==> config.mk <==
export PLATFORM = sky130hd
export DESIGN_NAME = trafficlight_phase_ctrl_flat
export DESIGN_NICKNAME = d
export VERILOG_FILES = /design/src/rtl/trafficlight_phase_ctrl_if.sv /design/src/rtl/trafficlight_phase_ctrl.sv /design/src/flat_wrapper.sv
export SDC_FILE = /design/constraint.sdc
export NUM_CORES = 1
export LEC_CHECK = 0
export ABC_AREA = 1
export ABC_CLOCK_PERIOD_IN_PS = 1900
export CAP_MARGIN = 5
export CORE_MARGIN = 8
export CORE_UTILIZATION = 30
export DETAILED_ROUTE_END_ITERATION = 10
export PLACE_DENSITY = 0.49
export SLEW_MARGIN = 20
export SYNTH_ARGS = -nofsm -noshare
export SYNTH_HDL_FRONTEND = slang
export SYNTH_SLANG_ARGS = --single-unit
==> constraint.sdc <==
create_clock -name clock -period 1.9 [get_ports clock]
set_input_delay 0.38 -clock clock [delete_from_list [all_inputs] [get_ports clock]]
set_output_delay 0.38 -clock clock [all_outputs]
set_load 0.01 [all_outputs]
==> src/rtl/trafficlight_phase_ctrl_if.sv <==
// Signal bundle for one approach of the phase sequencer. The walk request
// and lamp exist only when TRAFFICLIGHT_PED_REQUEST_EN is defined.
interface trafficlight_phase_ctrl_if;
  logic       emergency;
  logic [3:0] out;
  logic [2:0] phase;
  logic       allstop;
`ifdef TRAFFICLIGHT_PED_REQUEST_EN
  logic       ped_req;
  logic       ped_walk;

  modport master (output emergency, ped_req, input out, phase, allstop, ped_walk);
  modport slave  (input emergency, ped_req, output out, phase, allstop, ped_walk);
`else
  modport master (output emergency, input out, phase, allstop);
  modport slave  (input emergency, output out, phase, allstop);
`endif
endinterface

==> src/rtl/trafficlight_phase_ctrl.sv <==
// Single-approach traffic-light phase sequencer with safe emergency pre-emption.
// Optional pedestrian walk logic is enabled by TRAFFICLIGHT_PED_REQUEST_EN.
module trafficlight_phase_ctrl #(
  parameter int       CNT_W        = 5,
  parameter int       LEFT_TIME    = 5,
  parameter int       GREEN_TIME   = 10,
  parameter int       YELLOW_TIME  = 3,
  parameter int       RED_TIME     = 18,
  parameter int       CLEAR_TIME   = 4,
  parameter logic [2:0] START_PHASE  = 3'd0,
  parameter logic [2:0] RESUME_PHASE = 3'd0,
  parameter int       WALK_TIME    = 6
) (
  input  logic                        clock,
  input  logic                        reset_n,
  trafficlight_phase_ctrl_if.slave    io
);

  typedef enum logic [2:0] {
    S_LEFT         = 3'd0,
    S_GREEN        = 3'd1,
    S_YELLOW       = 3'd2,
    S_RED          = 3'd3,
    S_EMERG_YELLOW = 3'd4,
    S_ALLSTOP      = 3'd5,
    S_CLEAR        = 3'd6
  } state_t;

  localparam logic [CNT_W-1:0] L_LAST = CNT_W'(LEFT_TIME - 1);
  localparam logic [CNT_W-1:0] G_LAST = CNT_W'(GREEN_TIME - 1);
  localparam logic [CNT_W-1:0] Y_LAST = CNT_W'(YELLOW_TIME - 1);
  localparam logic [CNT_W-1:0] R_LAST = CNT_W'(RED_TIME - 1);
  localparam logic [CNT_W-1:0] C_LAST = CNT_W'(CLEAR_TIME - 1);

  state_t           state;
  logic [CNT_W-1:0] cnt;
  logic [CNT_W-1:0] last_cnt;
  logic             at_last;
  // Emergency seen mid-yellow: the yellow finishes, then heads to ALLSTOP.
  logic             yel_emerg;

  always_comb begin
    last_cnt = '0;
    case (state)
      S_LEFT:                   last_cnt = L_LAST;
      S_GREEN:                  last_cnt = G_LAST;
      S_YELLOW, S_EMERG_YELLOW: last_cnt = Y_LAST;
      S_RED:                    last_cnt = R_LAST;
      S_CLEAR:                  last_cnt = C_LAST;
      default:                  last_cnt = '0;
    endcase
    at_last = (cnt == last_cnt);
  end

  always_ff @(posedge clock or negedge reset_n) begin
    if (!reset_n) begin
      state     <= state_t'(START_PHASE);
      cnt       <= '0;
      yel_emerg <= 1'b0;
    end else begin
      case (state)
        S_LEFT, S_GREEN: begin
          if (io.emergency) begin
            state <= S_EMERG_YELLOW;
            cnt   <= '0;
          end else if (at_last) begin
            state <= (state == S_LEFT) ? S_GREEN : S_YELLOW;
            cnt   <= '0;
          end else begin
            cnt <= cnt + CNT_W'(1);
          end
        end
        S_YELLOW: begin
          if (at_last) begin
            state     <= (yel_emerg || io.emergency) ? S_ALLSTOP : S_RED;
            cnt       <= '0;
            yel_emerg <= 1'b0;
          end else begin
            cnt <= cnt + CNT_W'(1);
            if (io.emergency) yel_emerg <= 1'b1;
          end
        end
        S_EMERG_YELLOW: begin
          if (at_last) begin
            state <= S_ALLSTOP;
            cnt   <= '0;
          end else begin
            cnt <= cnt + CNT_W'(1);
          end
        end
        S_RED: begin
          if (io.emergency) begin
            state <= S_ALLSTOP;
            cnt   <= '0;
          end else if (at_last) begin
            state <= S_LEFT;
            cnt   <= '0;
          end else begin
            cnt <= cnt + CNT_W'(1);
          end
        end
        S_ALLSTOP: begin
          cnt <= '0;
          if (!io.emergency) state <= S_CLEAR;
        end
        S_CLEAR: begin
          if (io.emergency) begin
            state <= S_ALLSTOP;
            cnt   <= '0;
          end else if (at_last) begin
            state <= state_t'(RESUME_PHASE);
            cnt   <= '0;
          end else begin
            cnt <= cnt + CNT_W'(1);
          end
        end
        default: begin
          state     <= S_RED;
          cnt       <= '0;
          yel_emerg <= 1'b0;
        end
      endcase
    end
  end

  always_comb begin
    io.out = 4'b0001;
    case (state)
      S_LEFT:                   io.out = 4'b1001;
      S_GREEN:                  io.out = 4'b0100;
      S_YELLOW, S_EMERG_YELLOW: io.out = 4'b0010;
      default:                  io.out = 4'b0001;
    endcase
    io.phase   = state;
    io.allstop = (state == S_ALLSTOP) || (state == S_CLEAR);
  end

`ifdef TRAFFICLIGHT_PED_REQUEST_EN
  // Walk never outlasts RED, so it cannot overlap the next LEFT.
  localparam int WALK_EFF  = (WALK_TIME < RED_TIME - 1) ? WALK_TIME : RED_TIME - 1;
  localparam int WALK_LST  = (WALK_EFF > 0) ? WALK_EFF - 1 : 0;
  localparam logic [CNT_W-1:0] W_LAST = CNT_W'(WALK_LST);

  logic             ped_pend;
  logic             walk;
  logic [CNT_W-1:0] wcnt;
  logic             red_entry;
  logic             emerg_entry;

  always_comb begin
    red_entry   = ((state == S_YELLOW) && at_last && !yel_emerg && !io.emergency) ||
                  (3'(state) == 3'd7);
    emerg_entry = (io.emergency && ((state == S_LEFT) || (state == S_GREEN) ||
                                    (state == S_RED)  || (state == S_CLEAR))) ||
                  ((state == S_YELLOW) && at_last && (yel_emerg || io.emergency)) ||
                  ((state == S_EMERG_YELLOW) && at_last) ||
                  ((state == S_ALLSTOP) && !io.emergency);
  end

  always_ff @(posedge clock or negedge reset_n) begin
    if (!reset_n) begin
      ped_pend <= 1'b0;
      walk     <= 1'b0;
      wcnt     <= '0;
    end else if (emerg_entry) begin
      ped_pend <= 1'b0;
      walk     <= 1'b0;
    end else if (red_entry && (ped_pend || io.ped_req) && (WALK_EFF > 0)) begin
      ped_pend <= 1'b0;
      walk     <= 1'b1;
      wcnt     <= '0;
    end else begin
      if (io.ped_req) ped_pend <= 1'b1;
      if (walk) begin
        if (wcnt == W_LAST) walk <= 1'b0;
        else                wcnt <= wcnt + CNT_W'(1);
      end
    end
  end

  assign io.ped_walk = walk;
`endif

endmodule

==> src/flat_wrapper.sv <==
// flat-port wrapper written by rule: the top's interface ports become plain ports
module trafficlight_phase_ctrl_flat 
#(
  parameter int       CNT_W        = 5,
  parameter int       LEFT_TIME    = 5,
  parameter int       GREEN_TIME   = 10,
  parameter int       YELLOW_TIME  = 3,
  parameter int       RED_TIME     = 18,
  parameter int       CLEAR_TIME   = 4,
  parameter logic [2:0] START_PHASE  = 3'd0,
  parameter logic [2:0] RESUME_PHASE = 3'd0,
  parameter int       WALK_TIME    = 6
)
  (clock, reset_n, io_emergency, io_out, io_phase, io_allstop);
  trafficlight_phase_ctrl_if io_i ();
  input  logic clock;
  input  logic reset_n;
  input wire logic [$bits(io_i.emergency)-1:0] io_emergency;
  output wire logic [$bits(io_i.out)-1:0] io_out;
  output wire logic [$bits(io_i.phase)-1:0] io_phase;
  output wire logic [$bits(io_i.allstop)-1:0] io_allstop;
  assign io_i.emergency = io_emergency;
  assign io_out = io_i.out;
  assign io_phase = io_i.phase;
  assign io_allstop = io_i.allstop;
  trafficlight_phase_ctrl #(.CNT_W(CNT_W), .LEFT_TIME(LEFT_TIME), .GREEN_TIME(GREEN_TIME), .YELLOW_TIME(YELLOW_TIME), .RED_TIME(RED_TIME), .CLEAR_TIME(CLEAR_TIME), .START_PHASE(START_PHASE), .RESUME_PHASE(RESUME_PHASE), .WALK_TIME(WALK_TIME)) u_core (.clock(clock), .reset_n(reset_n), .io(io_i));
endmodule
Word-level counts from Yosys, hierarchy flattened
Index checks and enable logic that the tools add are counted.
- register bits: 9
- output and inout port bits: 8
- word-level logic and storage cells: 46
- add/sub/neg operators: 1
- equality and inequality tests: 13
- mux-type cells: 18
- bitwise gates (word level): 1
- reductions and logical operators: 10
- operator list (operator ; count):
    5-bit one-hot mux with 5 select lines ; 1
    3-bit 2-to-1 mux ; 8
    3-bit one-hot mux with 5 select lines ; 1
    4-bit one-hot mux with 3 select lines ; 1
    5-bit 2-to-1 mux ; 2
    5-bit one-hot mux with 2 select lines ; 1
    3-bit == test (second input constant) ; 3
    3-bit by 2-bit == test with 1-bit output (second input constant) ; 2
    3-bit by 2-bit inequality test with 1-bit output (second input constant) ; 2
    2-bit OR reduction ; 3
    6-bit OR reduction ; 1
    5-bit by 1-bit adder with 5-bit output (second input constant) ; 1
    5-bit == test ; 1
    5-bit AND reduction ; 1
    2-bit by 1-bit inequality test with 1-bit output (second input constant) ; 2
    4-bit OR reduction ; 1
    3-bit by 1-bit == test with 1-bit output (second input constant) ; 1
    3-bit zero test ; 1
    3-bit by 1-bit inequality test with 1-bit output (second input constant) ; 1
    1-bit logical OR ; 2
    1-bit 2-to-1 mux ; 2
    2-bit 2-to-1 mux ; 1
    2-bit inequality test (second input constant) ; 1
    1-bit one-hot mux with 2 select lines ; 1
    other kinds (2) ; 2

Logic depth before layout (Yosys ltp)
Gate-level depths: netlist (run 1).
- depth in word-level cells: 7
- gate-level depth with buffers: 12
- depth with buffers taken out: 11

Worst setup path after synthesis (run 1)
OpenSTA, ideal clock, no wires.
- path kind: reg-to-reg
- start point: register u_core.state[0] (netlist: u_core.io.phase[0])
- end point: register u_core.state[1] (netlist: u_core.io.phase[1])
- arrival: 1.446 ns
- data required time: 1.783 ns
- slack: 0.337 ns
- cell stages (with the launch flop): 12
- buffers on the path: 0
- cells stage by stage: dfrtp_1 > ha_1 > inv_1 > nand3_1 > nand2_1 > nand2_1 > nor2_2 > nand4_2 > nand2_2 > nand2_2 > nand2_1 > nand2_1
- word-level cells in the longest chain between the ends: 6
- elaborated cells on any way between the ends: 22
- ends and longest elaborated chain (what ; line ; text):
    start: declaration ; trafficlight_phase_ctrl.sv:35 ; state_t state;
    start signal: assignment ; trafficlight_phase_ctrl.sv:57 ; state <= state_t'(START_PHASE);
    start signal: assignment ; trafficlight_phase_ctrl.sv:67 ; state <= (state == S_LEFT) ? S_GREEN : S_YELLOW;
    start signal: assignment ; trafficlight_phase_ctrl.sv:75 ; state <= (yel_emerg || io.emergency) ? S_ALLSTOP : S_RED;
    3-bit by 2-bit == test with 1-bit output or 3-bit == test (tied branches) ; trafficlight_phase_ctrl.sv:44, trafficlight_phase_ctrl.sv:61 ;
    2-bit OR reduction (no line) ; -- ;
    5-bit one-hot mux with 5 select lines ; trafficlight_phase_ctrl.sv:44 ; case (state)
    5-bit == test ; trafficlight_phase_ctrl.sv:52 ; at_last = (cnt == last_cnt);
    3-bit by 2-bit inequality test with 1-bit output (no line) (tied with other cells) ; -- ;
    5-bit AND reduction (no line) ; -- ;
Parallel ways exist; a longest one is shown, timed or not. The select of a mux whose other input is x is not followed.
A chain may end at the register's enable or synchronous reset.

Final worst setup path (run 1)
- start point: register u_core.state[0] (netlist: u_core.io.phase[0])
- end point: output io_out[0]
- word-level cells in the longest chain between the ends: 3
- elaborated cells on any way between the ends: 6
- ends and longest elaborated chain (what ; line ; text):
    3-bit by 2-bit == test with 1-bit output or 3-bit == test (tied branches) ; trafficlight_phase_ctrl.sv:128 ; case (state)
    2-bit OR reduction (no line) ; -- ;
    4-bit one-hot mux with 3 select lines * ; trafficlight_phase_ctrl.sv:128 ;
    end: declaration ; flat_wrapper.sv:19 ; output wire logic [$bits(io_i.out)-1:0] io_out;
Every way passes the cells marked *; elsewhere a longest branch is shown, timed or not.

==> metrics.md, run 1 <==
| Metric | Value |
|---|---|
| Clock transition at path regs | `about 0.06 ns` |
| GRT Total Usage | `under 10%` |
| Synth Warn # | `0` |
| RSZ-0062 raised after global routing | `true` |
| Via count of the first global-routing pass | `766` |
| Synthesis-to-layout area growth | `32.6%` |
| Share of synthesized flip-flops with an asynchronous set or reset | `100%` |
| Clock sink count | `9` |
| Final worst slack | `around 0.044 ns` |
| Total grt overflow | `0` |
| Share of layout cells above drive strength 1 | `25.8%` |
| GP Congestion | `0.895` |
| First-pass GRT wire length | `roughly 3400 microns` |
| First-pass detailed-route iteration total | `5` |
| CTS Buffer Depth | `2` |
| Starting Density | `a little under a third` |
| Area contributors post-synth | `dfrtp_1 (29%), nand2_1 (14%), nand3_1 (10%), ha_1 (6.5%), nor2_1 (4.4%)` |
| Area leader, netlist | `dfrtp_1` |
| Count leader, synth | `nand2_1` |
| CP Launch Type | `flip-flop` |
| HPWL reported at the end of detailed placement | `between 1000 and 1500 microns` |
| Cts bufs inserted | `3` |
| #FFs+latches synth | `9` |
| DRT antenna net count | `0` |
| Post-synthesis cell type count | `24` |
| Post-Syn Area per Cell | `7.17 sq um` |
| Post-Synthesis Cells | `107` |
| Crit path max fanout | `6` |
| Routed vias | `796` |
| Clk_skew | `0.00620 ns` |
| Post-Route WL | `1930 microns` |
| Max-slew violations | `0` |
| Seq/Total Area, Yosys | `29.4%` |
| Min Hold Slack | `0.429 ns` |
| Outcome | `completed` |
| Initial antenna violation count | `0` |
| Worst setup EP type | `output pin` |
| Core Footprint | `2450 sq um` |
| Leakage power | `0.500 nW` |
| Post-synth EDFFs | `0` |
| Combinational power share | `73.0%` |
| Required time of the critical path | `1.52 ns` |
| Arrival time at the worst endpoint | `1.48 ns` |
| Worst setup path class | `flip-flop to output pin` |
| Slew @ Worst Pin | `approximately 0.46 ns` |
| Internal | `~0.001 W` |
| Synth top area share | `29.4%` |
| Die Y | `66.6 microns` |
| Final Cell Area | `1020 sq um` |
| Die width | `between 60 and 70 microns` |
| Synth Cell Area | `~770 sq um` |
| VDD IR max | `0.00101 V` |
| Initial DRC count | `22` |
| Hold WC Path Type | `primary input to async pin` |
| DRC | `0` |
| Clk_lat worst skew | `0.26 ns` |
| Placed instance area | `948 sq um` |
| Maxcap violations | `0` |
| Flop pwr share | `19.0%` |
| Post-layout min period | `1.86 ns` |
| Fin nets | `140` |
| Psw | `a little over 0.0009 W` |
| Overall die area | `4430 sq um` |
| Design Power | `0.00190 W` |
| Endpoints failing setup | `0` |
| Syn_nets | `between 100 and 150` |
| Placement Setup Slack | `0.00397 ns` |
| Final worst-path cycle share | `97.7%` |
| Clock power share | `8.0%` |
| I/O pins | `11` |
| Switching portion of total power | `48.7%` |
| Slew headroom | `69.5%` |
| Vias per cell | `a little under 5` |
| CTS tree | `built` |
| Final hold viol count | `0` |
| N_diodes | `0` |
| Avg WL per Cell | `11.9 microns` |
| CTS H-Tree Depth | `1` |
| CTS root buf | `clkbuf_4` |
| Port Buf Inserts | `10` |
| Max Freq | `roughly 0.54 GHz` |
| List of most frequent post-synthesis cells | `nand2_1 (28), nand3_1 (16), dfrtp_1 (9), nor2_1 (9), inv_1 (8)` |
| Post-synth top flop | `dfrtp_1` |
| Pwr Density | `1860 nW/um^2` |
| Row cnt | `18` |
| Pin count of the biggest net entering global routing | `12` |
==> power by group through the flow <==
stage | registers, W | clock network [W] | logic (W)
final | 0.000361 | 0.000151 | 0.00138
after global routing | 0.000368 | 0.000167 | 0.00155
after CTS | 0.000364 | 0.000161 | 0.00131
after detailed placement | 0.000368 | 0 | 0.00131
after global placement | 0.000366 | 0 | 0.00132
after floorplan | 0.000336 | 0 | 0.000870
==> layer usage <==
layer	GRT usage, %	vias up	share of wire [%]
met2	14.2	25	43
met3	2.85	10	6.3
met4	5.33	0	2.6
met5	0	-	0
li1	-	406	-
met1	12.4	355	48
==> state kept, by name, summed over array words and instances (netlist names) <==
register	cells
u_core.cnt	5
u_core.io.phase	3
u_core.yel_emerg	1
==> placed cells by master (no fill, tap or decap), types with 2 or more instances in the layout <==
master,n
nand2_1,27
nand3_1,16
buf_4,13
nor2_1,9
inv_1,7
dfrtp_1,6
o21ai_0,5
clkdlybuf4s50_1,5
dlygate4sd2_1,5
nand2_2,4
a21oi_1,4
o21bai_1,3
ha_1,3
clkbuf_4,3
dfrtp_2,3
xor2_1,2
inv_2,2
nor2_2,2
==> through the flow <==
step,util (%),std cells,setup TNS (ns)
3_3_place_gp,38.6,153,0
2_1_floorplan,-,107,0
5_1_grt,41.4,162,-0.0248
6_report,41.4,162,0
4_1_cts,40.3,159,0
3_5_place_dp,38.6,153,0
==> timing repair <==
action	4_1_cts	5_1_grt
gates resized for setup	9	3
endpoints found under the setup margin	5	8
setup buffers	2	3
pin swaps	0	1
cloned	0	0
hold buffers	0	0
==> logic make-up (layout without fill, tap and decap cells) <==
logic type | after synthesis | in the layout | share of synthesized area (%)
compound gates | 13 | 13 | 9.95
xor+xnor | 3 | 3 | 3.43
fa+ha+maj | 4 | 4 | 6.53
buf+inv | 13 | 38 | 9.62
flops | 9 | 9 | 29.4
simple gates | 65 | 65 | 41.1
==> worst max-delay path, cell delays in order (launching register included) <==
cell and delay [ns]:
dfrtp_2 0.46, buf_4 0.17, inv_2 0.06, nand3_1 0.11
nand2_2 0.10, nor2_1 0.04, dlygate4sd2_1 0.28
==> path summary, 6_finish.rpt <==
kind | startpoint | end | slack, ns | cells past startpoint
worst min-delay path | reset_n | u_core.yel_emerg$_DFFE_PN0P_ | 0.43 | 1
worst max-delay path | u_core.io.phase[0]$_DFFE_PN0P_ | io_out[0] | 0.04 | 6
worst min register to register | u_core.cnt[0]$_DFF_PN0_ | u_core.cnt[0]$_DFF_PN0_ | 0.51 | 1
max in group asynchronous | reset_n | u_core.io.phase[0]$_DFFE_PN0P_ | 1.14 | 1
min in group clock | u_core.cnt[0]$_DFF_PN0_ | u_core.cnt[0]$_DFF_PN0_ | 0.51 | 1
worst max register to register | u_core.io.phase[0]$_DFFE_PN0P_ | u_core.io.phase[2]$_DFFE_PN0P_ | 0.13 | 12
==> layout make-up <==
cell class,count,area (sq um)
fill,272,1440
multi-input combinational,85,473
clock buffer,4,26.3
sequential,9,229
timing repair buffer,24,211
inverter,10,40.0
tap,30,37.5
Power figures use the tool's default switching activity.
==> run 2: changes to the inputs <==
- SLEW_MARGIN: 20 -> 10
==> results of run 2 <==
Final layout, timing and power as in run 1 (identical DEF).
